### config.mk
export PLATFORM = sky130hd
export DESIGN_NAME = control_unit_flat
export DESIGN_NICKNAME = d
export VERILOG_FILES = /design/src/rtl/control_unit_if.sv /design/src/rtl/control_unit.sv /design/src/flat_wrapper.sv
export SDC_FILE = /design/constraint.sdc
export NUM_CORES = 1
export LEC_CHECK = 0
export ABC_AREA = 0
export BUFFER_PORTS_ARGS = -buffer_cell sky130_fd_sc_hd__buf_2
export CAP_MARGIN = 30
export CORE_MARGIN = 2
export CORE_UTILIZATION = 45
export DETAILED_ROUTE_END_ITERATION = 10
export PLACE_DENSITY = 0.95
export SYNTH_ARGS = -nofsm -noshare
export SYNTH_HDL_FRONTEND = slang
export SYNTH_SLANG_ARGS = --single-unit
### constraint.sdc
create_clock -name CLK -period 3.5 [get_ports CLK]
set_input_delay 0.875 -clock CLK [delete_from_list [all_inputs] [get_ports CLK]]
set_output_delay 0.875 -clock CLK [all_outputs]
set_load 0.05 [all_outputs]
### src/rtl/control_unit_if.sv
// control_unit_if
//   Bundles the signals exchanged between the control unit and the datapath
//   and memory of the CS147DV processor.
//
//   Signals:
//     INSTRUCTION [31:0] IR contents, datapath -> control
//     ZERO               ALU zero flag, datapath -> control
//     CTRL        [31:0] datapath control word, control -> datapath
//     READ               memory read strobe, control -> memory
//     WRITE              memory write strobe, control -> memory
//     STATE       [2:0]  current sequencer state code (debug)
//
//   Modports:
//     master  the control unit (drives CTRL/READ/WRITE/STATE)
//     slave   the datapath/memory side
//
//   Timing contract: there is no valid/ready handshake on this bus. The
//   sequencer runs a fixed five-cycle cadence; the datapath must hold
//   INSTRUCTION stable from DECODE through WB, and memory must return fetch
//   data within the FETCH cycle so the IR can capture it on the
//   FETCH->DECODE edge. ZERO is consumed combinationally during WB.
interface control_unit_if;
    logic [31:0] INSTRUCTION;
    logic        ZERO;
    logic [31:0] CTRL;
    logic        READ;
    logic        WRITE;
    logic [2:0]  STATE;

    modport master (
        input  INSTRUCTION,
        input  ZERO,
        output CTRL,
        output READ,
        output WRITE,
        output STATE
    );

    modport slave (
        output INSTRUCTION,
        output ZERO,
        input  CTRL,
        input  READ,
        input  WRITE,
        input  STATE
    );
endinterface

### src/rtl/control_unit.sv
// control_unit
//   Five-state instruction sequencer (FETCH, DECODE, EXE, MEM, WB) for the
//   CS147DV processor. Produces the 32-bit datapath control word and the
//   memory strobes as a combinational decode of the current state and the
//   instruction register.
//
//   Ports:
//     CLK   processor clock, state advances on the rising edge
//     RST   asynchronous active-low reset; forces FETCH and zeroes all outputs
//     bus   control_unit_if.master (INSTRUCTION, ZERO in; CTRL, READ, WRITE,
//           STATE out)
//
//   CTRL bit map:
//     0 pc_load | 3:1 pc_sel_3..1 | 4 ir_load | 7 r1_sel_1 | 8 reg_r
//     9 reg_w | 12:10 wa_sel_3..1 | 15:13 wd_sel_3..1 | 16 sp_load
//     17 op1_sel_1 | 21:18 op2_sel_4..1 | 27:22 alu_oprn | 28 ma_sel_1
//     29 ma_sel_2 | 30 md_sel_1 | 5, 6, 31 reserved (0)
module control_unit (
    input  logic           CLK,
    input  logic           RST,
    control_unit_if.master bus
);

    typedef enum logic [2:0] {
        S_FETCH  = 3'd0,
        S_DECODE = 3'd1,
        S_EXE    = 3'd2,
        S_MEM    = 3'd3,
        S_WB     = 3'd4
    } state_t;

    // Opcodes
    localparam logic [5:0] OP_RTYPE = 6'h00;
    localparam logic [5:0] OP_ADDI  = 6'h08;
    localparam logic [5:0] OP_MULI  = 6'h1d;
    localparam logic [5:0] OP_ANDI  = 6'h0c;
    localparam logic [5:0] OP_ORI   = 6'h0d;
    localparam logic [5:0] OP_LUI   = 6'h0f;
    localparam logic [5:0] OP_SLTI  = 6'h0a;
    localparam logic [5:0] OP_BEQ   = 6'h04;
    localparam logic [5:0] OP_BNE   = 6'h05;
    localparam logic [5:0] OP_LW    = 6'h23;
    localparam logic [5:0] OP_SW    = 6'h2b;
    localparam logic [5:0] OP_JMP   = 6'h02;
    localparam logic [5:0] OP_JAL   = 6'h03;
    localparam logic [5:0] OP_PUSH  = 6'h1b;
    localparam logic [5:0] OP_POP   = 6'h1c;

    // R-type function codes
    localparam logic [5:0] FN_ADD = 6'h20;
    localparam logic [5:0] FN_SUB = 6'h22;
    localparam logic [5:0] FN_MUL = 6'h2c;
    localparam logic [5:0] FN_AND = 6'h24;
    localparam logic [5:0] FN_OR  = 6'h25;
    localparam logic [5:0] FN_NOR = 6'h27;
    localparam logic [5:0] FN_SLT = 6'h2a;
    localparam logic [5:0] FN_SLL = 6'h01;
    localparam logic [5:0] FN_SRL = 6'h02;
    localparam logic [5:0] FN_JR  = 6'h08;

    // ALU operation codes
    localparam logic [5:0] ALU_ADD = 6'h01;
    localparam logic [5:0] ALU_SUB = 6'h02;
    localparam logic [5:0] ALU_MUL = 6'h03;
    localparam logic [5:0] ALU_SHR = 6'h04;
    localparam logic [5:0] ALU_SHL = 6'h05;
    localparam logic [5:0] ALU_AND = 6'h06;
    localparam logic [5:0] ALU_OR  = 6'h07;
    localparam logic [5:0] ALU_NOR = 6'h08;
    localparam logic [5:0] ALU_SLT = 6'h09;

    state_t state;
    state_t state_next;

    logic [5:0] opcode;
    logic [5:0] funct;
    logic       unused_instr_bits;

    assign opcode            = bus.INSTRUCTION[31:26];
    assign funct             = bus.INSTRUCTION[5:0];
    assign unused_instr_bits = ^bus.INSTRUCTION[25:6];

    // ---------------------------------------------------------------
    // State register and fixed-ring next-state logic
    // ---------------------------------------------------------------
    always_ff @(posedge CLK or negedge RST) begin
        if (!RST) begin
            state <= S_FETCH;
        end else begin
            state <= state_next;
        end
    end

    always_comb begin
        state_next = S_FETCH;
        case (state)
            S_FETCH:  state_next = S_DECODE;
            S_DECODE: state_next = S_EXE;
            S_EXE:    state_next = S_MEM;
            S_MEM:    state_next = S_WB;
            S_WB:     state_next = S_FETCH;
            default:  state_next = S_FETCH;
        endcase
    end

    // ---------------------------------------------------------------
    // Instruction classification. Anything unrecognised leaves every
    // flag low, which makes it a NOP apart from the PC+1 update.
    // ---------------------------------------------------------------
    logic       r_alu, r_shift, r_jr;
    logic       i_sext, i_zext, i_lui, i_lw, i_sw;
    logic       i_beq, i_bne, i_push, i_pop, i_jmp, i_jal;
    logic [5:0] alu_sel;

    always_comb begin
        r_alu   = 1'b0;
        r_shift = 1'b0;
        r_jr    = 1'b0;
        i_sext  = 1'b0;
        i_zext  = 1'b0;
        i_lui   = 1'b0;
        i_lw    = 1'b0;
        i_sw    = 1'b0;
        i_beq   = 1'b0;
        i_bne   = 1'b0;
        i_push  = 1'b0;
        i_pop   = 1'b0;
        i_jmp   = 1'b0;
        i_jal   = 1'b0;
        alu_sel = 6'h00;
        if (opcode == OP_RTYPE) begin
            case (funct)
                FN_ADD:  begin r_alu   = 1'b1; alu_sel = ALU_ADD; end
                FN_SUB:  begin r_alu   = 1'b1; alu_sel = ALU_SUB; end
                FN_MUL:  begin r_alu   = 1'b1; alu_sel = ALU_MUL; end
                FN_AND:  begin r_alu   = 1'b1; alu_sel = ALU_AND; end
                FN_OR:   begin r_alu   = 1'b1; alu_sel = ALU_OR;  end
                FN_NOR:  begin r_alu   = 1'b1; alu_sel = ALU_NOR; end
                FN_SLT:  begin r_alu   = 1'b1; alu_sel = ALU_SLT; end
                FN_SLL:  begin r_shift = 1'b1; alu_sel = ALU_SHL; end
                FN_SRL:  begin r_shift = 1'b1; alu_sel = ALU_SHR; end
                FN_JR:   r_jr = 1'b1;
                default: ;
            endcase
        end else begin
            case (opcode)
                OP_ADDI: begin i_sext = 1'b1; alu_sel = ALU_ADD; end
                OP_MULI: begin i_sext = 1'b1; alu_sel = ALU_MUL; end
                OP_SLTI: begin i_sext = 1'b1; alu_sel = ALU_SLT; end
                OP_ANDI: begin i_zext = 1'b1; alu_sel = ALU_AND; end
                OP_ORI:  begin i_zext = 1'b1; alu_sel = ALU_OR;  end
                OP_LUI:  i_lui = 1'b1;
                OP_LW:   begin i_lw   = 1'b1; alu_sel = ALU_ADD; end
                OP_SW:   begin i_sw   = 1'b1; alu_sel = ALU_ADD; end
                OP_BEQ:  begin i_beq  = 1'b1; alu_sel = ALU_SUB; end
                OP_BNE:  begin i_bne  = 1'b1; alu_sel = ALU_SUB; end
                OP_PUSH: begin i_push = 1'b1; alu_sel = ALU_SUB; end
                OP_POP:  begin i_pop  = 1'b1; alu_sel = ALU_ADD; end
                OP_JMP:  i_jmp = 1'b1;
                OP_JAL:  i_jal = 1'b1;
                default: ;
            endcase
        end
    end

    // ---------------------------------------------------------------
    // Per-state control decode
    // ---------------------------------------------------------------
    logic       pc_load, pc_sel_1, pc_sel_2, pc_sel_3, ir_load;
    logic       r1_sel_1, reg_r, reg_w;
    logic       wa_sel_1, wa_sel_2, wa_sel_3;
    logic       wd_sel_1, wd_sel_2, wd_sel_3;
    logic       sp_load, op1_sel_1;
    logic       op2_sel_1, op2_sel_2, op2_sel_3, op2_sel_4;
    logic [5:0] alu_oprn;
    logic       ma_sel_1, ma_sel_2, md_sel_1;
    logic       read, write;
    logic       writes_reg;

    // Instructions whose WB commits a register from the ALU/immediate path
    assign writes_reg = r_alu | r_shift | i_sext | i_zext | i_lw | i_lui;

    always_comb begin
        pc_load   = 1'b0;
        pc_sel_1  = 1'b0;
        pc_sel_2  = 1'b0;
        pc_sel_3  = 1'b0;
        ir_load   = 1'b0;
        r1_sel_1  = 1'b0;
        reg_r     = 1'b0;
        reg_w     = 1'b0;
        wa_sel_1  = 1'b0;
        wa_sel_2  = 1'b0;
        wa_sel_3  = 1'b0;
        wd_sel_1  = 1'b0;
        wd_sel_2  = 1'b0;
        wd_sel_3  = 1'b0;
        sp_load   = 1'b0;
        op1_sel_1 = 1'b0;
        op2_sel_1 = 1'b0;
        op2_sel_2 = 1'b0;
        op2_sel_3 = 1'b0;
        op2_sel_4 = 1'b0;
        alu_oprn  = 6'h00;
        ma_sel_1  = 1'b0;
        ma_sel_2  = 1'b0;
        md_sel_1  = 1'b0;
        read      = 1'b0;
        write     = 1'b0;

        case (state)
            S_FETCH: begin
                ma_sel_2 = 1'b1;
                ir_load  = 1'b1;
                read     = 1'b1;
            end
            S_DECODE: begin
                reg_r    = 1'b1;
                r1_sel_1 = i_push;  // push stores R0
            end
            S_EXE: begin
                reg_r   = 1'b1;
                sp_load = i_pop;    // pop bumps SP before the memory read
            end
            S_MEM: begin
                if (i_lw) begin
                    read = 1'b1;
                end
                if (i_sw) begin
                    write = 1'b1;
                end
                if (i_push) begin
                    write    = 1'b1;
                    ma_sel_1 = 1'b1;
                    md_sel_1 = 1'b1;
                end
                if (i_pop) begin
                    read     = 1'b1;
                    ma_sel_1 = 1'b1;
                end
            end
            S_WB: begin
                pc_load  = 1'b1;
                pc_sel_1 = 1'b1;
                pc_sel_3 = 1'b1;
                if ((i_beq && bus.ZERO) || (i_bne && !bus.ZERO)) begin
                    pc_sel_2 = 1'b1;
                end
                if (r_jr) begin
                    pc_sel_1 = 1'b0;
                end
                if (i_jmp || i_jal) begin
                    pc_sel_3 = 1'b0;
                end
                reg_w    = writes_reg | i_jal | i_pop;
                wa_sel_3 = writes_reg;
                wa_sel_1 = i_sext | i_zext | i_lw | i_lui;
                wa_sel_2 = i_jal;
                wd_sel_3 = writes_reg | i_pop;
                wd_sel_2 = i_lui;
                wd_sel_1 = i_lw | i_pop;
                sp_load  = i_push;
            end
            default: ;
        endcase

        // ALU and operand selects are set in EXE and held through WB so the
        // ALU result (and ZERO) stay valid for memory addressing and branches.
        if (state == S_EXE || state == S_MEM || state == S_WB) begin
            op1_sel_1 = i_push | i_pop;
            op2_sel_1 = r_shift;
            op2_sel_2 = i_sext | i_lw | i_sw;
            op2_sel_3 = r_shift | i_push | i_pop;
            op2_sel_4 = r_alu | i_beq | i_bne;
            alu_oprn  = alu_sel;
        end
    end

    logic [31:0] ctrl;
    assign ctrl = {1'b0, md_sel_1, ma_sel_2, ma_sel_1, alu_oprn,
                   op2_sel_4, op2_sel_3, op2_sel_2, op2_sel_1, op1_sel_1,
                   sp_load, wd_sel_3, wd_sel_2, wd_sel_1,
                   wa_sel_3, wa_sel_2, wa_sel_1, reg_w, reg_r, r1_sel_1,
                   2'b00, ir_load, pc_sel_3, pc_sel_2, pc_sel_1, pc_load};

    // Reset gates the outputs directly so a mid-instruction reset drops any
    // strobe at once instead of waiting for the state register.
    assign bus.CTRL  = RST ? ctrl : 32'h0;
    assign bus.READ  = RST & read;
    assign bus.WRITE = RST & write;
    assign bus.STATE = state;

endmodule

### src/flat_wrapper.sv
// flat-port wrapper written by rule: the top's interface ports become plain ports
module control_unit_flat 
  (CLK, RST, bus_INSTRUCTION, bus_ZERO, bus_CTRL, bus_READ, bus_WRITE, bus_STATE);
  control_unit_if bus_i ();
  input  logic CLK;
  input  logic RST;
  input wire logic [$bits(bus_i.INSTRUCTION)-1:0] bus_INSTRUCTION;
  input wire logic [$bits(bus_i.ZERO)-1:0] bus_ZERO;
  output wire logic [$bits(bus_i.CTRL)-1:0] bus_CTRL;
  output wire logic [$bits(bus_i.READ)-1:0] bus_READ;
  output wire logic [$bits(bus_i.WRITE)-1:0] bus_WRITE;
  output wire logic [$bits(bus_i.STATE)-1:0] bus_STATE;
  assign bus_i.INSTRUCTION = bus_INSTRUCTION;
  assign bus_i.ZERO = bus_ZERO;
  assign bus_CTRL = bus_i.CTRL;
  assign bus_READ = bus_i.READ;
  assign bus_WRITE = bus_i.WRITE;
  assign bus_STATE = bus_i.STATE;
  control_unit u_core (.CLK(CLK), .RST(RST), .bus(bus_i));
endmodule
* Yosys cells after proc, flatten, opt, wreduce, memory -nomap -nowiden *
Cells that the tools add are included.

operators by class
  multiplexer cells = 67
  bitwise operators = 21
  equality and inequality tests = 28
  reduce and logical (&&, ||, !) cells = 16

operators by type and width
  cell                  count
  $mux W1               59
  $eq A6 B6 Y1 const B  9
  $eq A6 B4 Y1 const B  6
  $pmux W4 S9           1
  $mux W31              1
  $pmux W4 S6           1
  $or A1 B1 Y1          19
  $eq A6 B2 Y1 const B  3
  $eq A6 B5 Y1 const B  3
  $eq A6 B3 Y1 const B  2
  $mux W6               2
  $pmux W3 S4           1
  $reduce_or A7 Y1      1
  $eq A3 B2 Y1 const B  2
  $eq A6 B1 Y1 const B  1
  $logic_not A6 Y1      1
  $reduce_or A2 Y1      3
  $reduce_or A3 Y1      2
  $logic_or A1 B1 Y1    4
  $pmux W1 S2           2
  $reduce_or A4 Y1      1
  $eq A3 B1 Y1 const B  1
  $eq A3 B3 Y1 const B  1
  $logic_not A3 Y1      1
  3 further kinds       5

storage, ports and cells
  flip-flop bits (word level) = 3
  word-level logic and storage cells = 133
  output and inout bits = 37

* Depth between registers and ports, before layout *
  depth in word-level cells = 13
  depth in mapped cells = 6
  gate-level depth less buffers = 4

* Least setup slack after synthesis *
OpenSTA, ideal clock, no wires.

  path kind = input -> output
  from = in bus_INSTRUCTION[26]
  to = out bus_CTRL[7]
  path slack = -425 ps
  path buffers = 1
  arrival = 3050 ps
  stages on the path = 4
  cells stage by stage = clkbuf_1 > nand3b_1 > or2_2 > nor4_1

between the ends
  cells in the longest elaborated chain, start to end = 5

ends and longest elaborated chain
  element             line                 text
  start: declaration  flat_wrapper.sv:7    input wire logic [$bits(bus_i.INSTRUCTION)-1:0] bus_INSTRUCTION;
  $eq A6 B5 Y1        control_unit.sv:146  case (opcode)
  $mux W1             control_unit.sv:146
  $mux W1 *           control_unit.sv:131  if (opcode == OP_RTYPE) begin
  $mux W1 *           control_unit.sv:211  case (state)
  $mux W31 *          control_unit.sv:288  assign bus.CTRL = RST ? ctrl : 32'h0;
  end: declaration    flat_wrapper.sv:9    output wire logic [$bits(bus_i.CTRL)-1:0] bus_CTRL;

Every way passes the cells marked *; elsewhere a longest branch is shown, timed or not.

* Final worst setup path *
  from = in bus_INSTRUCTION[26]
  to = out bus_CTRL[12]

between the ends
  cells in the longest elaborated chain, start to end = 10

ends and longest elaborated chain
  element                                              line                 text
  $eq A6 B4 Y1 / $eq A6 B5 Y1 (equally long branches)  control_unit.sv:146
  $reduce_or A3 Y1 (no source line)                    n/a
  $mux W1                                              control_unit.sv:146
  $mux W1                                              control_unit.sv:131
  $or A1 B1 Y1 (3 in a row)                            control_unit.sv:181  assign writes_reg = r_alu | r_shift | i_sext | i_zext | i_lw | i_lui;
  $or A1 B1 Y1 *                                       control_unit.sv:181
  $mux W1 *                                            control_unit.sv:211
  $mux W31 *                                           control_unit.sv:288

Marked as above.

==> results.txt <==
The area enclosed by the die boundary is 2740 µm². Among all flip-flop cells after synthesis, the most frequent one is sky130_fd_sc_hd__dfrtp_1. Setup repair after global routing left no endpoint under its margin. The tools report the minimum setup slack after placement as 0.228 ns.

Counting flops and latches in the post-synthesis netlist gives 3. The async set-or-reset flop fraction in the synthesized netlist was 100%; the y dimension of the die was 52.4 µm. The share of the yosys chip area belonging to registers was 7.13%.

The top cell family by delay on the critical path was simple AND/OR/NAND/NOR gates. The run finished with clean final reports. The tightest hold path in the finished design has a slack of 0.452 ns. The post-route fraction of the period consumed by the critical path is 94.7%, and the count of antenna diodes in the layout is 0. The initial utilization of the core area, before any placement, comes to 47.6%. The tools report the aggregate global routing overflow as 0.

The logs give 3 for the total CTS buffers and 0 for the post-route DRC violation count. The logs give 0.161 mV for the largest voltage drop on the vdd net and 21.4% for the global routing usage summed across all routing layers. The tools report the initial antenna violation count as 0. Entering global routing, the biggest net connects 17 pins. The number of placed I/O pins is 72. The signal on the critical path passes through buf_2, nand3b_1, nor3_1, nor3_1, a21oi_1, buf_2. The first global-routing pass estimated 4620 µm of wire.

Timing would allow up to 302 MHz. The tools report the net count of the finished layout as 230. The number of slew-limit violations in the final report was 0. The largest clock skew in the final design was 0.00312 ns.

In this run the remaining antenna-violating nets after routing total 0. The synthesized design contains 0 enable-type register cells. TritonCTS built the clock tree. Once the clock tree was built, the setup fixing pass inserted 0 buffers.

The via count of the first global-routing pass is 1095. The number of input and output port buffers inserted was 46. Unique cell type count in the Yosys netlist: 49. In the final layout, flip-flops and latches occupy 75.1 µm².

The core region is 2210 µm². The maximum clock insertion buffer count is 2. In this run the static leakage power is 0.572 nW. The biggest area consumer among synthesized cells was sky130_fd_sc_hd__dfrtp_1. After synthesis, the most frequently instantiated cells are 19 x sky130_fd_sc_hd__nor2_1, 13 x sky130_fd_sc_hd__nor3_1, 10 x sky130_fd_sc_hd__inv_1, 10 x sky130_fd_sc_hd__nand2b_1, 9 x sky130_fd_sc_hd__a21oi_1. Yosys attributes the largest share of cell area to sky130_fd_sc_hd__dfrtp_1 7.1%, sky130_fd_sc_hd__nor2_1 6.8%, sky130_fd_sc_hd__nor3_1 6.2%. The critical path arrival was 2.44 ns; the area of combinational cells with multiple inputs was 841 µm². The delay of the slowest critical-path stage was 0.37 ns; the fraction of post-synthesis cell area in the top cell type by area was 7.13%.

The number of failing hold endpoints at the final stage is 0. Counting both buffers and inverters, the worst setup path holds a total of 2. For the count of instances resized after the clock tree is built, the log shows 0. The slowest stage cell on the critical path is sky130_fd_sc_hd__nor3_1. In the routed layout, each cell is associated on average with a via count of 5.77.

Setup slack closes at 0.185 ns. Summed over all nets, the half-perimeter wirelength after detailed placement is 2140 µm. The filler cells instantiated in the layout total 224.

The area growth from synthesis to layout is 20.5%. In this run the worst path has a maximum fanout of 15. Clock-pin slew was measured on the worst setup and hold paths at 0.04 ns. In the post-synthesis netlist, the cell with the most instances is sky130_fd_sc_hd__nor2_1. After floorplanning, the core was divided into 17 placement rows. The ratio of cells with drive above 1 in the final layout works out to 34.5%. Class of the most critical hold timing path: input pin to async pin. The worst setup path is of the input pin to output port kind. STA classifies the critical path endpoint as an output port.

The x dimension of the die was 52.4 µm. The number of design-rule violations left by the first detailed-router iteration came out at 31. Setup violations remaining at the end of the flow were counted as 0. The number of H-tree levels was 1; the final-layout setup total negative slack was 0 ns. The tree is rooted in a sky130_fd_sc_hd__clkbuf_4. In this run the cell area of the synthesized design comes to 1050 µm². For this run, the number of Yosys warnings is 0. The worst setup path is launched from an input pin.

The final route contains 1280 vias. The total wire length was 2870 µm. Latest clock arrival within the worst-skew pair: 0.24 ns. The cell count after synthesis came out at 160.

The last weighted congestion value of the routability-driven placer is 0.890. The detailed-router iteration count before antenna repair is 4, and the clock sink count is 3. The average wire length per cell after detail routing was 12.9 µm; the number of buffers added to fix hold violations after cts was 0.

The tool flagged a number of max-cap violations equal to 0. The final critical-path required period works out to 3.31 ns. For the required time of the critical path, the log shows 2.62 ns. Dividing the synthesized area by the synthesized cell count gives 6.58 µm².

In this run the power density over the cells is 172 nW/µm². The final core utilization is 57.3%, and the number of flip-flops under the largest register name is 3.
-- final timing paths --
check	from	end	slack (ns)	depth (start not counted)
worst max-delay path	bus_INSTRUCTION[26]	bus_CTRL[12]	0.19	6
worst min-delay path	RST	u_core.bus.STATE[2]	0.45	1
worst max register to register	u_core.bus.STATE[1]	u_core.bus.STATE[1]	2.55	2
worst min register to register	u_core.bus.STATE[2]	u_core.bus.STATE[0]	0.62	1
max in group asynchronous	RST	u_core.bus.STATE[0]	2.91	1
min in group CLK	u_core.bus.STATE[2]	u_core.bus.STATE[0]	0.62	1
-- power breakdown --
group / internal, mW / switching [mW] / leakage (nW) / total [mW]
Clock: 0.0428 / 0.0196 / 0.0150 / 0.0624
Sequential: 0.0349 / 0 / 0.0372 / 0.0349
Combinational: 0.0343 / 0.0860 / 0.520 / 0.120
Total: 0.112 / 0.106 / 0.572 / 0.218
-- metal layers --
metal	routed length (µm)	track usage [%]	vias to the layer above
met5	0	0	-
met4	34	5.98	0
met3	167	2.86	4
met2	1450	36.9	45
met1	1220	27.6	600
li1	-	-	631
-- cells by family after synthesis --
kind of cell              Yosys count  share of synthesized area (%)
and+or+nand+nor                    79                           43.8
AOI/OAI and AO/OA                  37                           24.5
buffers and inverters              33                           18.2
xor gates and xnor gates            6                           4.99
DFF                                 3                           7.13
muxes                               1                           1.07
other                               1                          0.356
-- per-stage QoR --
step | total power, mW | instances | cell area, µm²
3_3_place_gp | 0.152 | 218 | 1240
2_1_floorplan | 0.137 | 164 | 1110
4_1_cts | 0.218 | 222 | 1270
3_5_place_dp | 0.154 | 218 | 1240
5_1_grt | 0.232 | 222 | 1270
6_report | 0.218 | 222 | 1270
-- cell type report --
class,instances,area share (%)
Clock buffer,4,2.07
Tap cell,28,2.76
Sequential cell,3,5.92
Multi-Input combinational cell,128,66.3
Timing Repair Buffer,49,19.9
Inverter,10,2.96
-- cells in the final DEF (no fill, tap or decap), types with 4 or more instances in the layout --
cell type	n
sky130_fd_sc_hd__a21oi_1	9
sky130_fd_sc_hd__or3_1	4
sky130_fd_sc_hd__inv_1	10
sky130_fd_sc_hd__nand2b_1	10
sky130_fd_sc_hd__o21ai_0	4
sky130_fd_sc_hd__conb_1	5
sky130_fd_sc_hd__buf_2	46
sky130_fd_sc_hd__nor2_1	19
sky130_fd_sc_hd__nand2_1	7
sky130_fd_sc_hd__nor3_1	10
-- worst reg2reg max path: cells and delay by family (launching register included) --
kind	cells	cell delay, ns
simple gates	1	0.07
flops	1	0.49
xor+xnor	1	0.26
Note: power is estimated with default switching activity, not from simulation.
